<file path="src/rtl/alu_pkg.sv">
`default_nettype none
// ============================================================================
// Module   : alu_pkg
// Brief    : Opcode constants, default width and opcode legality check for
//            the ALU issue queue.
// Revision : 1.0 - initial release
// ============================================================================
package alu_pkg;

   localparam int ALU_DATA_W = 8;

   localparam logic [2:0] ALU_AND = 3'b000;
   localparam logic [2:0] ALU_OR  = 3'b001;
   localparam logic [2:0] ALU_ADD = 3'b010;
   localparam logic [2:0] ALU_SUB = 3'b110;
   localparam logic [2:0] ALU_SLT = 3'b111;

   function automatic logic alu_op_legal(input logic [2:0] op);
      logic legal;
      legal = 1'b0;
      case (op)
         ALU_AND, ALU_OR, ALU_ADD, ALU_SUB, ALU_SLT: legal = 1'b1;
         default:                                    legal = 1'b0;
      endcase
      return legal;
   endfunction

endpackage
`default_nettype wire

</file>
<file path="src/rtl/alu_issue_fifo.sv">
`default_nettype none
// ============================================================================
// Module   : alu_issue_fifo
// Brief    : DEPTH-entry FIFO storage with occupancy count, full and empty.
// Revision : 1.0 - initial release
// ============================================================================
module alu_issue_fifo
   import alu_pkg::*;
#(
   parameter int WIDTH = 2*ALU_DATA_W+3,
   parameter int DEPTH = 4
) (
   input  logic                     clk,
   input  logic                     rst_n,
   input  logic                     i_push,
   input  logic [WIDTH-1:0]         i_wdata,
   input  logic                     i_pop,
   output logic [WIDTH-1:0]         o_rdata,
   output logic [$clog2(DEPTH):0]   o_count,
   output logic                     o_full,
   output logic                     o_empty
);

   localparam int                  c_addr_w   = $clog2(DEPTH);
   localparam logic [c_addr_w-1:0] c_ptr_one  = 1;
   localparam logic [c_addr_w:0]   c_cnt_one  = 1;
   localparam logic [c_addr_w:0]   c_cnt_full = (c_addr_w+1)'(DEPTH);

   logic [WIDTH-1:0]    r_mem [DEPTH];
   logic [c_addr_w-1:0] r_wr_ptr;
   logic [c_addr_w-1:0] r_rd_ptr;
   logic [c_addr_w:0]   r_count;
   logic                w_push;
   logic                w_pop;

   assign o_full  = (r_count == c_cnt_full);
   assign o_empty = (r_count == '0);
   assign o_count = r_count;
   assign o_rdata = r_mem[r_rd_ptr];

   // A full queue never accepts, even when the head leaves on the same edge.
   assign w_push = i_push & ~o_full;
   assign w_pop  = i_pop  & ~o_empty;

   always_ff @(posedge clk or negedge rst_n) begin
      if (!rst_n) begin
         r_wr_ptr <= '0;
         r_rd_ptr <= '0;
         r_count  <= '0;
      end else begin
         if (w_push) r_wr_ptr <= r_wr_ptr + c_ptr_one;
         if (w_pop)  r_rd_ptr <= r_rd_ptr + c_ptr_one;
         case ({w_push, w_pop})
            2'b10:   r_count <= r_count + c_cnt_one;
            2'b01:   r_count <= r_count - c_cnt_one;
            default: r_count <= r_count;
         endcase
      end
   end

   always_ff @(posedge clk) begin
      if (w_push) r_mem[r_wr_ptr] <= i_wdata;
   end

endmodule
`default_nettype wire

</file>
<file path="src/rtl/alu_issue_queue.sv">
`default_nettype none
// ============================================================================
// Module   : alu_issue_queue
// Brief    : Buffers ALU requests, drops illegal opcodes and issues in order
//            to a one-cycle registered ALU. Define ALU_ISSUE_BYPASS_EN to let
//            a legal request skip an empty queue when not stalled.
// Revision : 1.0 - initial release
// ============================================================================
module alu_issue_queue
   import alu_pkg::*;
#(
   parameter int DATA_W = ALU_DATA_W,
   parameter int DEPTH  = 4
) (
   input  logic                   clk_i,
   input  logic                   rst_ni,
   input  logic                   in_valid_i,
   output logic                   in_ready_o,
   input  logic [DATA_W-1:0]      in_a_i,
   input  logic [DATA_W-1:0]      in_b_i,
   input  logic [2:0]             in_op_i,
   input  logic                   alu_stall_i,
   output logic                   alu_en_o,
   output logic [DATA_W-1:0]      alu_a_o,
   output logic [DATA_W-1:0]      alu_b_o,
   output logic [2:0]             alu_op_o,
   output logic                   rsp_valid_o,
   output logic                   err_o,
   output logic [$clog2(DEPTH):0] count_o
);

   localparam int c_entry_w = 2*DATA_W + 3;

   logic                 w_full;
   logic                 w_empty;
   logic                 w_accept;
   logic                 w_legal;
   logic                 w_bypass;
   logic                 w_push;
   logic                 w_pop;
   logic [c_entry_w-1:0] w_head;

   logic                 r_en;
   logic                 r_rsp;
   logic                 r_err;
   logic [DATA_W-1:0]    r_a;
   logic [DATA_W-1:0]    r_b;
   logic [2:0]           r_op;

   assign in_ready_o = rst_ni & ~w_full;
   assign w_accept   = in_valid_i & in_ready_o;
   assign w_legal    = alu_op_legal(in_op_i);
   assign w_pop      = ~w_empty & ~alu_stall_i;

`ifdef ALU_ISSUE_BYPASS_EN
   assign w_bypass   = w_accept & w_legal & w_empty & ~alu_stall_i;
`else
   assign w_bypass   = 1'b0;
`endif

   assign w_push     = w_accept & w_legal & ~w_bypass;

   alu_issue_fifo #(
      .WIDTH (c_entry_w),
      .DEPTH (DEPTH)
   ) u_fifo (
      .clk     (clk_i),
      .rst_n   (rst_ni),
      .i_push  (w_push),
      .i_wdata ({in_op_i, in_b_i, in_a_i}),
      .i_pop   (w_pop),
      .o_rdata (w_head),
      .o_count (count_o),
      .o_full  (w_full),
      .o_empty (w_empty)
   );

   // Operand registers only move on an issue so the ALU inputs stay stable.
   always_ff @(posedge clk_i or negedge rst_ni) begin
      if (!rst_ni) begin
         r_en  <= 1'b0;
         r_rsp <= 1'b0;
         r_err <= 1'b0;
         r_a   <= '0;
         r_b   <= '0;
         r_op  <= '0;
      end else begin
         r_en  <= w_pop | w_bypass;
         r_rsp <= r_en;
         r_err <= w_accept & ~w_legal;
         if (w_pop) begin
            {r_op, r_b, r_a} <= w_head;
         end else if (w_bypass) begin
            r_a  <= in_a_i;
            r_b  <= in_b_i;
            r_op <= in_op_i;
         end
      end
   end

   assign alu_en_o    = r_en;
   assign rsp_valid_o = r_rsp;
   assign err_o       = r_err;
   assign alu_a_o     = r_a;
   assign alu_b_o     = r_b;
   assign alu_op_o    = r_op;

endmodule
`default_nettype wire

</file>
<file path="config.mk">
export PLATFORM = sky130hd
export DESIGN_NAME = alu_issue_queue
export DESIGN_NICKNAME = d
export VERILOG_FILES = /design/src/rtl/alu_pkg.sv /design/src/rtl/alu_issue_fifo.sv /design/src/rtl/alu_issue_queue.sv
export SDC_FILE = /design/constraint.sdc
export NUM_CORES = 1
export LEC_CHECK = 0
export ABC_AREA = 1
export CAP_MARGIN = 15
export CORE_MARGIN = 5
export CORE_UTILIZATION = 50
export DETAILED_ROUTE_END_ITERATION = 10
export GPL_TIMING_DRIVEN = 0
export PLACE_DENSITY = 0.85
export SLEW_MARGIN = 5
export SYNTH_ARGS = -nofsm -noshare
export SYNTH_HDL_FRONTEND = slang
export SYNTH_SLANG_ARGS = --single-unit
export TNS_END_PERCENT = 1
</file>
<file path="constraint.sdc">
create_clock -name clk_i -period 2.1 [get_ports clk_i]
set_input_delay 0.21 -clock clk_i [delete_from_list [all_inputs] [get_ports clk_i]]
set_output_delay 0.21 -clock clk_i [all_outputs]
set_load 0.05 [all_outputs]
</file>
==> flow_summary.toml, run 1 <==
[placement]
place_area_um2 = 4850
dpl.hpwl_um = 5230
place_congestion = 0.754
place_inst = 520
io_buffer_count = 48

[setup_path]
cp-end-kind = "flip-flop"
cp-endpoint = "u_fifo.o_count[2]"
path_max_fanout = 11
r2r_start = "u_fifo.o_count[0]"
arrival_ns = 2.25
critPathKind = "reg -> reg"
startpoint = "u_fifo.o_count[0]"
worstReg2RegEnd = "u_fifo.o_count[2]"
crit_required_ns = 2.39
reg2reg_slack_ns = 0.14
rr_worst_depth = 11
critPathLaunchType = "flip-flop"

[timing]
hold_violations = 0
max_slew_margin_pct = 58.4
finalCritPeriodShare_pct = 93.5
finalSetupViolCount = 0
clock_skew_ns = 0.0140
rsz0062_at_grt = "false"
setup-tns-final_ns = 0
tightest_slew_ns = 0.623
min_period_ns = 1.96
finalMaxSlewViolations = 0
timing.fmax_ghz = 0.509

[final_layout]
stdcell_count = 543
finalInstanceArea_um2 = 5120
finalNetCount = 462
antenna-diode-count = 0
regArea_um2 = 3010
area_delta_synth_final_pct = 22.9
final_common_cell = "nand2_1"
nFillCells = 618
layout_common_cells = "nand2_1, nor2_1, edfxtp_1"
drive_above_1_share_pct = 10.7
multi_input_area_um2 = 1080

[cts]
cts.clk_slew.worst_paths_ns = 0.09
cts_made_buffers = 9
clockBufferDepth = 2
cts_root_buf = "clkbuf_8"
cts_tree = "yes"
clock_latency_ns = 0.37
cts.sinks = 105
h-tree-depth = 3

[yosys]
ys_top_cells_by_area = "edfxtp_1, dfrtp_1, nand2_1, nor2_1, o21ai_0"
syn_nets = 396
synth_cells = 367
synthDistinctLibCells = 23
yosysWarnings = 0
synth_top_cell_by_area = "edfxtp_1"
netlist_area_um2 = 4170
synth_seq_cells = 105
seq_area_frac_synth_pct = 72.2
avgSynthCellArea_um2 = 11.3
synth_top_area_share_pct = 54.8

[drt]
routed_wirelength_um = 8110
drc = 0
viasPerCell = 5.03
routedWlPerCell_um = 14.9
dr.pass1.iters = 4
first_iter_violations = 192
num_vias = 2730
antenna_left = 0

[global_routing]
grt_max_degree = 30
overflow = 0
antenna_found_initial = 0
grtUsageTotal_pct = 16.8
grt_pass1_wl_um = 12800
first_global_vias = 2645

[floorplanning]
core_um2 = 8180
dieWidth_um = 101
dieArea_um2 = 10300
rows = 33
die_height_um = 101
io_pins = 49
start_util_pct = 50.9

[power]
powerDensity_nw_per_um2 = 1400
power_leakage_uw = 0.00202
vdd_drop_max_uv = 785

[hold_path]
hp-class = "in -> async"

[outcome]
status = "completed"

[flow_run]
cap_violations = 0
-- metrics by stage --
| step | power (µW) | worst slack (ns) | utilization, % | hold slack [ns] |
|---|---|---|---|---|
| 5_1_grt | 7600 | 0.0334 | 62.6 | 0.378 |
| 3_5_place_dp | 5920 | -0.309 | 59.3 | 0.314 |
| 2_1_floorplan | 4940 | -0.0336 | - | -0.0856 |
| 3_3_place_gp | 5830 | -1.24 | 59.4 | 0.358 |
| 6_report | 7150 | 0.136 | 62.6 | 0.345 |
| 4_1_cts | 7110 | 0.00844 | 62.0 | 0.347 |
-- state kept, by name (all words and copies together) (netlist names) --
| register | cells |
|---|---|
| rsp_valid_o | 1 |
| u_fifo.r_rd_ptr | 2 |
| alu_op_o | 3 |
| err_o | 1 |
| u_fifo.r_wr_ptr | 2 |
| alu_b_o | 8 |
| alu_a_o | 8 |
| u_fifo.r_mem | 76 |
| u_fifo.o_count | 3 |
| alu_en_o | 1 |
-- where the power goes --
part,leakage [µW],switching (µW),internal (µW)
Clock,0.0000971,653,556
Sequential,0.00104,179,2580
Combinational,0.000887,2120,1060
-- per-layer routing --
metal	global-route usage, %	part of all wire, %	up-vias
li1	-	-	1345
met1	21.4	40	1275
met2	27.7	51	97
met3	2.62	6.7	13
met4	9.00	2.1	0
met5	0	0	-
-- worst max-delay path: stages, from the launching register on --
cell and delay [ns]:
dfrtp_2 0.41, nor2_4 0.05, nand2_1 0.07, nand2_2 0.09, inv_2 0.09, buf_8 0.15, ha_4 0.14, inv_2 0.04
fa_2 0.33, or2_2 0.29, nand2_1 0.08, xor2_1 0.13
-- synthesized netlist by cell type --
master and count:
nand3_1 3, edfxtp_1 76, inv_1 16, fa_1 1, nand4_1 2, a21oi_1 1
dfrtp_1 29, o21bai_1 2, nor2_1 81, xnor2_1 1, nand2_1 88, nor2_2 1
o21ai_0 29, or2_2 1, buf_6 1, buf_4 2, clkbuf_1 8, xor2_1 2
a21oi_2 1, o21ai_1 11, buf_2 5, ha_1 5, inv_2 1
-- kinds of logic after synthesis --
logic type | share of synthesized area [%]
compound gates | 5.50
simple gates | 16.2
xor+xnor | 0.631
flops | 72.2
fa+ha+maj | 1.98
buf+inv | 3.48
-- final cells by class --
class / count / area share (%)
Inverter: 17 / 1.25
Tap cell: 105 / 2.57
Timing Repair Buffer: 55 / 10.6
Clock buffer: 10 / 2.49
Multi-Input combinational cell: 229 / 21.2
Clock inverter: 6 / 1.27
Buffer: 16 / 1.78
Sequential cell: 105 / 58.8
-- how the worst min path moves through the flow --
stage | slack (ns) | endpoint | startpoint | cells past startpoint
global placement | 0.36 | rsp_valid_o | alu_en_o | 0
CTS | 0.35 | alu_b_o[5] | rst_ni | 3
detailed placement | 0.31 | err_o | rst_ni | 1
global route | 0.38 | alu_b_o[5] | rst_ni | 3
floorplan | -0.09 | alu_a_o[0] | rst_ni | 0
finish | 0.34 | u_fifo.o_count[0] | rst_ni | 3
-- what timing repair did --
action	4_1_cts	5_1_grt
setup buffers	0	5
hold buffers	2	0
setup endpoints to repair	1	1
hold endpoints to repair	29	0
gates resized for setup	2	4
pin swaps	0	1
No activity file was read; power rests on OpenSTA's default activity.
==> run 2: changes to the inputs <==
--- a/config.mk
+++ b/config.mk
@@ -8,12 +8,13 @@
 export ABC_AREA = 1
 export CAP_MARGIN = 15
 export CORE_MARGIN = 5
-export CORE_UTILIZATION = 50
+export CORE_UTILIZATION = 51
 export DETAILED_ROUTE_END_ITERATION = 10
 export GPL_TIMING_DRIVEN = 0
-export PLACE_DENSITY = 0.85
+export PLACE_DENSITY = 0.86
 export SLEW_MARGIN = 5
 export SYNTH_ARGS = -nofsm -noshare
 export SYNTH_HDL_FRONTEND = slang
+export SYNTH_HIERARCHICAL = 1
 export SYNTH_SLANG_ARGS = --single-unit
 export TNS_END_PERCENT = 1
==> run 2 against run 1 <==
Compared with the run above: the flow now finishes with violations (setup timing); routed wire length increased by 20%; sequential share of layout area decreased by 4.5 points; synthesized area increased by 8.8%; clock-buffer cell count decreased by 1; cell area increased by 8.3%.
==> flow_summary.toml, run 2 <==
[outcome]
status = "finished, violations left"
violations = "setup timing"

[yosys]
synth_seq_cells = 105
synth.most_common_cell = "nand2_1"
synth_edf_count = 76
synthFlopType = "edfxtp_1"
synthDistinctLibCells = 22
avgSynthCellArea_um2 = 11.9
ys_top_cells_by_area = "edfxtp_1, dfrtp_1, nand2_1, o211ai_2, inv_1"
ys_top_cells_by_count = "nand2_1, edfxtp_1, inv_1, dfrtp_1, o211ai_2"
synth_top_area_share_pct = 50.4
yosysWarnings = 6
synth_cells = 380
netlist_area_um2 = 4530
synth-async-reset-ratio_pct = 27.6
seq_area_frac_synth_pct = 66.4
syn_nets = 409
synth_top_cell_by_area = "edfxtp_1"

[setup_path]
rr_worst_depth = 14
arrival_ns = 2.37
r2r_start = "u_fifo/o_count[2]"
critPathLaunchType = "flip-flop"
reg2reg_slack_ns = -0.004
critPathKind = "reg -> reg"
crit_required_ns = 2.37
path_max_fanout = 5
cp-end-kind = "flip-flop"
worstReg2RegEnd = "u_fifo/o_count[2]"

[power]
power_leakage_uw = 0.00235
netSwitchingPower_uw = 3320
vdd_drop_max_uv = 497
p_sw_share_pct = 43.2
intPower_uw = 4370
power_frac_comb_pct = 46.8
powerDensity_nw_per_um2 = 1390
clkPwrFrac_pct = 16.9
sequentialPowerShare_pct = 36.3

[final_layout]
largest_register = "u_fifo/r_mem"
fin_util_pct = 63.9
layout_common_cells = "nand2_1, edfxtp_1, inv_1"
final_common_cell = "nand2_1"
finalInstanceArea_um2 = 5540
largest_register_ffs = 76
area_delta_synth_final_pct = 22.3
antenna-diode-count = 0
drive_above_1_share_pct = 21.4
finalNetCount = 478
stdcell_count = 562

[timing]
min_period_ns = 2.10
max_slew_margin_pct = 55.4
finalSetupViolCount = 1
timing.fmax_ghz = 0.475
clock_skew_ns = 0.0104
finalMaxSlewViolations = 0
fin_ws_ns = -0.00352
rsz0062_at_grt = "true"
hold_violations = 0
finalCritPeriodShare_pct = 100
tightest_slew_ns = 0.668

[placement]
dpl.hpwl_um = 6130
place_area_um2 = 5160
place_congestion = 0.742
io_buffer_count = 47
place_ws_ns = -0.806
place_inst = 535

[cts]
cts_root_buf = "clkbuf_8"
h-tree-depth = 3
cts.clk_slew.worst_paths_ns = 0.10
clockBufferDepth = 2
cts.sinks = 105
cts_made_buffers = 9
clock_latency_ns = 0.37
cts_tree = "yes"

[floorplanning]
dieWidth_um = 104
io_pins = 49
rows = 34
die_height_um = 104
core_um2 = 8680
start_util_pct = 52.2
dieArea_um2 = 10900

[drt]
routedWlPerCell_um = 17.3
num_vias = 3056
drc = 0
dr.pass1.iters = 4
viasPerCell = 5.44
first_iter_violations = 172
antenna_left = 0
routed_wirelength_um = 9720

[global_routing]
grt_max_degree = 30
first_global_vias = 3100
overflow = 0
antenna_found_initial = 0
grt_pass1_wl_um = 15400
grtUsageTotal_pct = 18.3

[hold_path]
holdPathEnd = "alu_b_o[4]"
hp-class = "in -> reg"
hold_depth = 3
hp-start = "alu_stall_i"

[flow_run]
cap_violations = 0
-- run 2: logic make-up (layout without fill, tap and decap cells) --
group / count (synthesis) / in the layout / synth area share (%)
simple gates: 132 / 132 / 11.7
xor+xnor: 1 / 1 / 0.193
fa+ha+maj: 6 / 6 / 1.82
compound gates: 59 / 59 / 11.8
buf+inv: 77 / 151 / 8.14
flops: 105 / 105 / 66.4
-- run 2: routing by layer --
metal  share of wire [%]  wire length, µm  vias up  global-route usage [%]
met5                   0                0        -                       0
met4                 1.5              148        0                    5.55
met3                 7.1              687       17                    4.59
met2                  53             5170      130                    32.2
met1                  38             3720     1508                    22.0
li1                    -                -     1401                       -
-- run 2: through the flow --
step	hold WS [ns]	power, µW	setup TNS [ns]
after floorplan	-0.0856	5210	-3.77
after global placement	0.358	6150	-110.82
after detailed placement	0.303	6280	-39.56
after CTS	0.144	7630	-0.0266
after global routing	0.152	8100	-1.96
final	0.161	7690	-0.00352
-- run 2: repair_timing --
action | CTS | global route
hold buffers | 2 | 0
gates resized for setup | 11 | 6
pin swaps | 2 | 2
setup buffers | 2 | 7
hold endpoints to repair | 29 | 0
setup endpoints to repair | 79 | 78
-- run 2: area by class of cell --
cell class / count / area, µm²
sequential: 105 / 3010
fill: 664 / 3140
timing repair buffer: 58 / 578
buffer: 18 / 148
clock inverter: 7 / 86.3
inverter: 59 / 224
tap: 108 / 135
multi-input combinational: 198 / 1240
clock buffer: 9 / 124
-- run 2: how the worst max path moves through the flow --
stage	from	cells past startpoint	endpoint	slack, ns
finish	u_fifo/o_count[2]	14	u_fifo/o_count[2]	-0.004
CTS	u_fifo/o_count[2]	14	u_fifo/o_count[2]	-0.03
global route	u_fifo/o_count[2]	14	u_fifo/o_count[2]	-0.12
floorplan	u_fifo/o_count[1]	8	u_fifo/r_mem[3][0]	-0.18
detailed placement	rst_ni	5	u_fifo/r_mem[3][13]	-0.81
global placement	rst_ni	5	u_fifo/r_mem[3][13]	-1.68
-- run 2: power groups by stage --
stage               Sequential [µW]  Combinational (µW)  Clock [µW]
floorplan                      3560                1650           0
global placement               2810                3350           0
detailed placement             2830                3450           0
CTS                            2790                3520        1320
global route                   2830                3860        1410
finish                         2790                3600        1300
-- run 2: worst max-delay path, stage by stage, from the launching register on --
cell and delay, ns:
dfrtp_2 0.44, inv_1 0.09, nand3_2 0.14, inv_2 0.07
nor2_4 0.11, buf_8 0.11, nand2_1 0.06, inv_1 0.06
ha_2 0.17, inv_1 0.06, fa_1 0.38, nand2_1 0.11
nand3_1 0.08, nand2_1 0.06, nand2_1 0.05
==> run 3: changes to the inputs <==
--- a/config.mk
+++ b/config.mk
@@ -8,13 +8,12 @@
 export ABC_AREA = 1
 export CAP_MARGIN = 15
 export CORE_MARGIN = 5
-export CORE_UTILIZATION = 51
+export CORE_UTILIZATION = 50
 export DETAILED_ROUTE_END_ITERATION = 10
 export GPL_TIMING_DRIVEN = 0
-export PLACE_DENSITY = 0.86
+export PLACE_DENSITY = 0.85
 export SLEW_MARGIN = 5
 export SYNTH_ARGS = -nofsm -noshare
 export SYNTH_HDL_FRONTEND = slang
-export SYNTH_HIERARCHICAL = 1
 export SYNTH_SLANG_ARGS = --single-unit
 export TNS_END_PERCENT = 1
==> results of run 3 <==
Same layout as run 1: the final DEF is identical, and so are final timing and power.
